<file path="config.mk">
export PLATFORM = sky130hd
export DESIGN_NAME = integrate_dump
export DESIGN_NICKNAME = d
export VERILOG_FILES = /design/src/rtl/integrate_dump_pkg.sv /design/src/rtl/integrate_dump_acc_core.sv /design/src/rtl/integrate_dump.sv
export SDC_FILE = /design/constraint.sdc
export NUM_CORES = 1
export LEC_CHECK = 0
export CAP_MARGIN = 20
export CORE_MARGIN = 2
export CORE_UTILIZATION = 25
export DETAILED_ROUTE_END_ITERATION = 6
export PLACE_DENSITY = 0.52
export SYNTH_ARGS = -nofsm -noshare
export SYNTH_HDL_FRONTEND = slang
export SYNTH_HIERARCHICAL = 1
export SYNTH_SLANG_ARGS = --single-unit
</file>
<file path="constraint.sdc">
create_clock -name clk_i -period 4.17 [get_ports clk_i]
set_input_delay 1.251 -clock clk_i [delete_from_list [all_inputs] [get_ports clk_i]]
set_output_delay 1.251 -clock clk_i [all_outputs]
set_load 0.02 [all_outputs]
</file>
<file path="src/rtl/integrate_dump_pkg.sv">
// Shared types and helpers for the integrate-and-dump controller.
package integrate_dump_pkg;

  localparam int unsigned N_DEF = 16;  // input sample width
  localparam int unsigned M_DEF = 24;  // accumulator / output width
  localparam int unsigned W_DEF = 8;   // window-length field width

  typedef enum logic {
    ST_ACC  = 1'b0,
    ST_HOLD = 1'b1
  } state_e;

  // Two's complement add overflow: operands agree in sign, result does not.
  function automatic logic add_ovf(input logic a_msb, input logic b_msb, input logic s_msb);
    return (a_msb == b_msb) && (s_msb != a_msb);
  endfunction

endpackage

</file>
<file path="src/rtl/integrate_dump_acc_core.sv">
// Accumulate datapath: wide signed accumulator with sticky overflow.
// sum_o/ovf_sticky_o show the value including the current sample when en_i is high.
module integrate_dump_acc_core
  import integrate_dump_pkg::*;
#(
  parameter int unsigned N = N_DEF,
  parameter int unsigned M = M_DEF
) (
  input  logic                clk_i,
  input  logic                clr_i,
  input  logic                en_i,
  input  logic                ld_zero_i,
  input  logic signed [N-1:0] in_i,
  output logic signed [M-1:0] sum_o,
  output logic                ovf_sticky_o
);

  logic signed [M-1:0] acc_q, acc_d;
  logic signed [M-1:0] ext_c, add_c;
  logic                ovf_q, ovf_d;

  assign ext_c = M'(in_i);
  assign add_c = acc_q + ext_c;

  always_comb begin
    acc_d        = acc_q;
    ovf_d        = ovf_q;
    sum_o        = acc_q;
    ovf_sticky_o = ovf_q;
    if (en_i) begin
      sum_o        = add_c;
      ovf_sticky_o = ovf_q | add_ovf(acc_q[M-1], ext_c[M-1], add_c[M-1]);
    end
    // Dump restarts the next window from zero, dropping any pending add.
    if (ld_zero_i) begin
      acc_d = '0;
      ovf_d = 1'b0;
    end else if (en_i) begin
      acc_d = sum_o;
      ovf_d = ovf_sticky_o;
    end
  end

  always_ff @(posedge clk_i) begin
    if (clr_i) begin
      acc_q <= '0;
      ovf_q <= 1'b0;
    end else begin
      acc_q <= acc_d;
      ovf_q <= ovf_d;
    end
  end

endmodule

</file>
<file path="src/rtl/integrate_dump.sv">
// Integrate-and-dump controller: sums a window of samples and presents the
// result on a valid/ready output, with early flush and per-window overflow.
module integrate_dump
  import integrate_dump_pkg::*;
#(
  parameter int unsigned N = N_DEF,
  parameter int unsigned M = M_DEF,
  parameter int unsigned W = W_DEF
) (
  input  logic                clk_i,
  input  logic                clr_i,
  input  logic [W-1:0]        len_i,
  input  logic                flush_i,
  input  logic signed [N-1:0] in_i,
  input  logic                in_v_i,
  output logic                in_r_o,
  output logic signed [M-1:0] out_o,
  output logic                out_v_o,
  input  logic                out_r_i,
  output logic                ovf_o,
  output logic                busy_o
);

  generate
    if (M < N) begin : g_width_chk
      $error("integrate_dump: accumulator width M must be >= sample width N");
    end
  endgenerate

  state_e              state_q, state_d;
  logic [W-1:0]        count_q, count_d;
  logic [W-1:0]        len_q, len_d;
  logic [W-1:0]        eff_len_c;
  logic signed [M-1:0] out_q, out_d;
  logic                out_v_q, out_v_d;
  logic                ovf_q, ovf_d;
  logic                accept_c, last_c, dump_c;
  logic signed [M-1:0] sum_c;
  logic                ovf_sticky_c;

  integrate_dump_acc_core #(.N(N), .M(M)) u_acc_core (
    .clk_i        (clk_i),
    .clr_i        (clr_i),
    .en_i         (accept_c),
    .ld_zero_i    (dump_c),
    .in_i         (in_i),
    .sum_o        (sum_c),
    .ovf_sticky_o (ovf_sticky_c)
  );

  always_comb begin
    state_d   = state_q;
    count_d   = count_q;
    len_d     = len_q;
    out_d     = out_q;
    out_v_d   = out_v_q;
    ovf_d     = ovf_q;
    accept_c  = 1'b0;
    last_c    = 1'b0;
    dump_c    = 1'b0;
    // First sample of a window uses live len; len=0 wraps to a 2^W window below.
    eff_len_c = (count_q == '0) ? len_i : len_q;
    case (state_q)
      ST_ACC: begin
        accept_c = in_v_i;
        last_c   = accept_c && (count_q == eff_len_c - W'(1));
        dump_c   = last_c || (flush_i && (accept_c || (count_q != '0)));
        if (accept_c && (count_q == '0)) len_d = len_i;
        if (dump_c) begin
          out_d   = sum_c;
          ovf_d   = ovf_sticky_c;
          out_v_d = 1'b1;
          count_d = '0;
          state_d = ST_HOLD;
        end else if (accept_c) begin
          count_d = count_q + W'(1);
        end
      end
      ST_HOLD: begin
        if (out_r_i) begin
          out_v_d = 1'b0;
          state_d = ST_ACC;
        end
      end
      default: state_d = ST_ACC;
    endcase
  end

  always_ff @(posedge clk_i) begin
    if (clr_i) begin
      state_q <= ST_ACC;
      count_q <= '0;
      len_q   <= '0;
      out_q   <= '0;
      out_v_q <= 1'b0;
      ovf_q   <= 1'b0;
    end else begin
      state_q <= state_d;
      count_q <= count_d;
      len_q   <= len_d;
      out_q   <= out_d;
      out_v_q <= out_v_d;
      ovf_q   <= ovf_d;
    end
  end

  assign in_r_o  = (state_q == ST_ACC);
  assign busy_o  = (state_q == ST_HOLD) || (count_q != '0);
  assign out_o   = out_q;
  assign out_v_o = out_v_q;
  assign ovf_o   = ovf_q;

endmodule
</file>
# After elaboration in Yosys (flattened, before gate mapping)
# Cells that the tools add are included.
# op_classes
eq_ne,5
muxes,13
n_reduce_logical,15
n_bitwise,2
n_addsub,3
# op_table
cell,count
24-bit by 16-bit adder with 24-bit output,1
24-bit 2-to-1 mux,1
8-bit 2-to-1 mux,3
8-bit by 1-bit adder with 8-bit output (second input constant),1
8-bit == test,1
8-bit zero test,1
2-bit AND reduction,4
8-bit nonzero test,1
8-bit by 1-bit subtractor with 8-bit output (second input constant),1
1-bit 2-to-1 mux,7
1-bit logical AND,4
1-bit one-hot mux with 2 select lines,2
1-bit logical OR,3
2-bit by 1-bit != test with 1-bit output (second input constant),1
2-bit != test (second input constant),1
2-bit nonzero test,1
2-bit OR reduction,1
1-bit == test,1
1-bit != test,1
1-bit NOT,1
1-bit bitwise OR,1
# word_totals
register_bits,68
out_inout_bits,28

# Longest topological paths before layout
# depth
depth_word,8
depth_mapped,20
mapped_depth_nobuf,17

# Hierarchy
# The synthesis kept the hierarchy.
# modules_own_cells
module,cells_per_inst,area_each_um2,instances,seq_area_each_um2
integrate_dump,274,2411.1,1,860.8
integrate_dump_acc_core,282,2287.2,1,500.5

# Worst setup path after synthesis
# OpenSTA, ideal clock, no wires.
# synth_path
path_type,reg-to-reg
start,register count_q[0]
end,register u_acc_core.acc_q[21]
arrival_ps,3503
slack_ps,550
setup_time_ps,117
stages_incl_launch_ff,20
cell_sequence,dfxtp_1 > inv_1 > ha_1 > or4b_4 > nor2_4 > buf_6 > mux2i_1 > ha_1 > nor3b_1 > o2111ai_1 > a211oi_1 > o22ai_1 > o41ai_2 > and2_1 > buf_4 > buf_6 > nor2_1 > clkbuf_1 > a22oi_1 > nand2_1
# synth_between
elab_chain_len,8
# synth_rtl
element,line_no,source
"start, declared",integrate_dump.sv:31,"logic [W-1:0] count_q, count_d;"
"start signal, assigned",integrate_dump.sv:99,count_q <= count_d;
8-bit zero test,integrate_dump.sv:62,eff_len_c = (count_q == '0) ? len_i : len_q;
8-bit 2-to-1 mux,integrate_dump.sv:62,
8-bit by 1-bit subtractor with 8-bit output,integrate_dump.sv:66,last_c = accept_c && (count_q == eff_len_c - W'(1));
8-bit == test,integrate_dump.sv:66,
1-bit logical AND,integrate_dump.sv:66,
1-bit logical OR *,integrate_dump.sv:67,dump_c = last_c || (flush_i && (accept_c || (count_q != '0)));
1-bit 2-to-1 mux *,integrate_dump.sv:63,case (state_q)
named net dump_c,integrate_dump.sv:37,"logic accept_c, last_c, dump_c;"
2-bit OR reduction (no source line) *,n/a,
"end signal, assigned",integrate_dump_acc_core.sv:46,acc_q <= '0;
"end signal, assigned",integrate_dump_acc_core.sv:49,acc_q <= acc_d;
"end, declared",integrate_dump_acc_core.sv:18,"logic signed [M-1:0] acc_q, acc_d;"
# The timed path passes the listed nets; every way through them passes the cells marked *.
# A chain may end at the register's enable or synchronous reset.

# Worst setup path in the final report
# layout_path
start,input in_i[0]
end,"register out_q[16], in the netlist out_o[16]"
# layout_between
elab_chain_len,2
# layout_rtl
element,line_no,source
"start, declared",integrate_dump.sv:14,"input logic signed [N-1:0] in_i,"
24-bit by 16-bit adder with 24-bit output,integrate_dump_acc_core.sv:23,assign add_c = acc_q + ext_c;
24-bit 2-to-1 mux,integrate_dump_acc_core.sv:30,if (en_i) begin
named net sum_c[16],integrate_dump.sv:38,logic signed [M-1:0] sum_c;
"end signal, assigned",integrate_dump.sv:101,out_q <= out_d;
"end, declared",integrate_dump.sv:34,"logic signed [M-1:0] out_q, out_d;"
# The timed path passes the listed nets, and every way through them passes these cells.

==> qor.txt <==
# placed instances: 832
Hold Crit Class: flop to flop
Vias per cell: 4.88
WS Path Type: input port to flop
# IOs: 57
Final worst slack: 0.411 ns
Pre-CTS setup slack: -0.0206 ns
GP Congestion: 0.838
Share of cells above drive strength 1: 0.116
Layout area overhead: 23.8%
Antenna violations before repair: 0
Min cycle time layout: 3.76 ns
Drt total wl: 12400 um
Startpoint types: input port
Synth Register Bits: 68
Top_reg_cell synth: dfxtp_1
CTS tree: done
Root buf cell: clkbuf_16
Crit path cell chain: clkdlybuf4s50_1, ha_1, inv_1, fa_1, nor2b_1, o2111ai_1, a211oi_1, nor4_2, nor3_1, mux2i_1, or3_1, nand4b_1, o21ai_1
Top-area cell type share of the netlist area: 0.290
Fin util: 0.313
Status: finished, final reports clean
Port-buffer cells: 56
First-pass GRT wire length: 20800 um
Vias: 4142
Pin count of the biggest net entering global routing: 45
Worst skew pair latency: 0.33 ns
Max rail drop VDD: 150 uV
Fin crit share: 0.901
FMAX: 0.266 GHz
Slowest-stage cell, CP: clkdlybuf4s50_1
Vias in the first global route: 4190
Synth warn: 6
Pleak: 2.33 nW
Setup bufs post-CTS: 0
Footprint of the multi-input gates: 0.00313 mm^2
Avg Inst Size Synth: 8.45 um^2
Final non-filler cell total: 848
Critical Path RT: 4.39 ns
Die Ht: 141 um
Final net count: 665
Synth area leaders: dfxtp_1 (29%), ha_1 (6.9%), nand4b_1 (4.7%)
Clk sinks: 68
CTS Hold Bufs: 0
Gate Count Post-Synth: 556
Die area: 0.0199 mm^2
Post-DR wirelength/cell: 14.7 um
Inserted Diodes: 0
Final Hold Viols: 0
Syn Nets: 612
Die width: 141 um
Register area share after synthesis: 0.290
Pins Over Slew Limit: 0
CTS H-tree lvls: 3
ANT nets after route: 0
CP peak stage delay: 0.46 ns
Worst Tran Pin Value: 0.610 ns
Reg area: 0.00136 mm^2
Max-cap viol count: 0
Crit path capture type: flop
Fillers: 1895
Syn Std Cell Area: 0.00470 mm^2
Dominant cell type by area after synthesis: dfxtp_1
Crit-path max FO: 3
Reg clk slew, reported paths: 0.06 ns
Hold slack: 0.460 ns
Number of synthesized flops with an enable pin: 0
Worst EP arrival: 3.98 ns
CTS buffer count: 9
Drt drc: 0
Power Density: 365 mW/mm^2
RSZ-0062 raised after global routing: no
Iter 0 DRT Violations: 165
Core Area: 0.0186 mm^2
Rel. slew slack: 0.590
Skew final: 0.00515 ns
Number of core rows: 50
Initial Utilization: 0.253
Grt total ovfl: 0
Post-synth cell types: 63
Clock Tree Buf Depth: 2
GRT Total Usage: 0.127
Post-synthesis async set-or-reset flop share: 0
Setup TNS after final layout: 0 ns
DP HPWL: 9610 um
Final Setup Violations: 0
TritonRoute pass-1 iters: 4
R2R Setup Slk: 0.48 ns
## cells in the mapped netlist, types with 13 or more instances
library cell	count
o21ai_1	23
nor2_1	23
clkbuf_1	20
dfxtp_1	68
ha_1	26
xor2_1	15
a21oi_1	38
mux2i_1	13
nand4b_1	25
xnor2_1	13
o21ai_0	17
and2_1	21
mux2_2	14
nand2_1	52
nand2b_1	33
## layout make-up
class	instances	share of cell area
clock inverters	7	0.00882
flip-flops and latches	68	0.234
multi-input cells	443	0.538
well taps	234	0.0503
repair buffers	75	0.122
clock buffers	9	0.0387
inverters	12	0.00774
## critical path, delay by kind of cell
kind                       cells  cell delay, ns
AOI/OAI and AO/OA              3            0.55
adders and majority gates      2            0.56
buffers and inverters          2            0.52
muxes                          1            0.12
and+or+nand+nor                5            0.97
## sequential cells by signal, summed over array words and instances, names as in the netlist
signal / count
out_o: 24
u_acc_core/acc_q: 24
count_q: 8
len_q: 8
out_v_o: 1
ovf_o: 1
state_q: 1
u_acc_core/ovf_q: 1
## stage by stage
step / instance area, um^2 / total power, mW
after floorplan: 4700 / 1.22
after detailed placement: 5540 / 1.44
final: 5820 / 2.12
after global placement: 5540 / 1.43
after CTS: 5810 / 2.15
after global routing: 5820 / 2.25
## report_power, final
part | switching (mW) | leakage [nW] | internal (mW)
Combinational | 0.372 | 1.64 | 0.306
Sequential | 0.0427 | 0.554 | 0.705
Clock | 0.295 | 0.132 | 0.404
Total | 0.709 | 2.33 | 1.41
## path summary, 6_finish.rpt
kind	start	endpoint	cells after the start
max	in_i[0]	out_o[16]	13
min reg2reg	len_q[7]	len_q[7]	2
max reg2reg	count_q[1]	u_acc_core/ovf_q	15
min	len_q[7]	len_q[7]	2
## routing by layer
layer,GRT usage,part of all wire,up-vias
li1,-,-,2122
met1,0.170,0.49,1939
met2,0.207,0.46,69
met3,0.0217,0.030,12
met4,0.0395,0.012,0
met5,0,0,-
## kinds of logic after synthesis
| kind of cell | after synthesis | share of synthesized area |
|---|---|---|
| compound gates | 139 | 0.191 |
| simple gates | 222 | 0.283 |
| fa+ha+maj | 27 | 0.0735 |
| flops | 68 | 0.290 |
| xor+xnor | 28 | 0.0522 |
| mux | 27 | 0.0613 |
| buf+inv | 45 | 0.0490 |
## placed cells by master, fill, tap and decap left out, types with 6 or more instances in the layout
cell type	instances
a21o_1	10
nor3_2	7
mux2_2	14
ha_1	26
o21ai_0	17
clkbuf_16	9
a211oi_1	6
inv_1	12
nand2_1	52
o21ai_1	23
o21a_1	7
nand4b_1	25
nand3_1	6
mux2i_1	13
nor2_1	23
xnor2_1	13
xor2_1	15
dfxtp_1	68
nor3_1	12
and2_1	21
nand2b_1	33
a21oi_1	38
buf_4	18
clkdlybuf4s50_1	55
nor2b_1	9
## repair_timing
action                     CTS  global route
hold endpoints to repair     0             0
resized for setup            0             1
setup endpoints to repair    0             1
(Power assumes the default switching activity.)
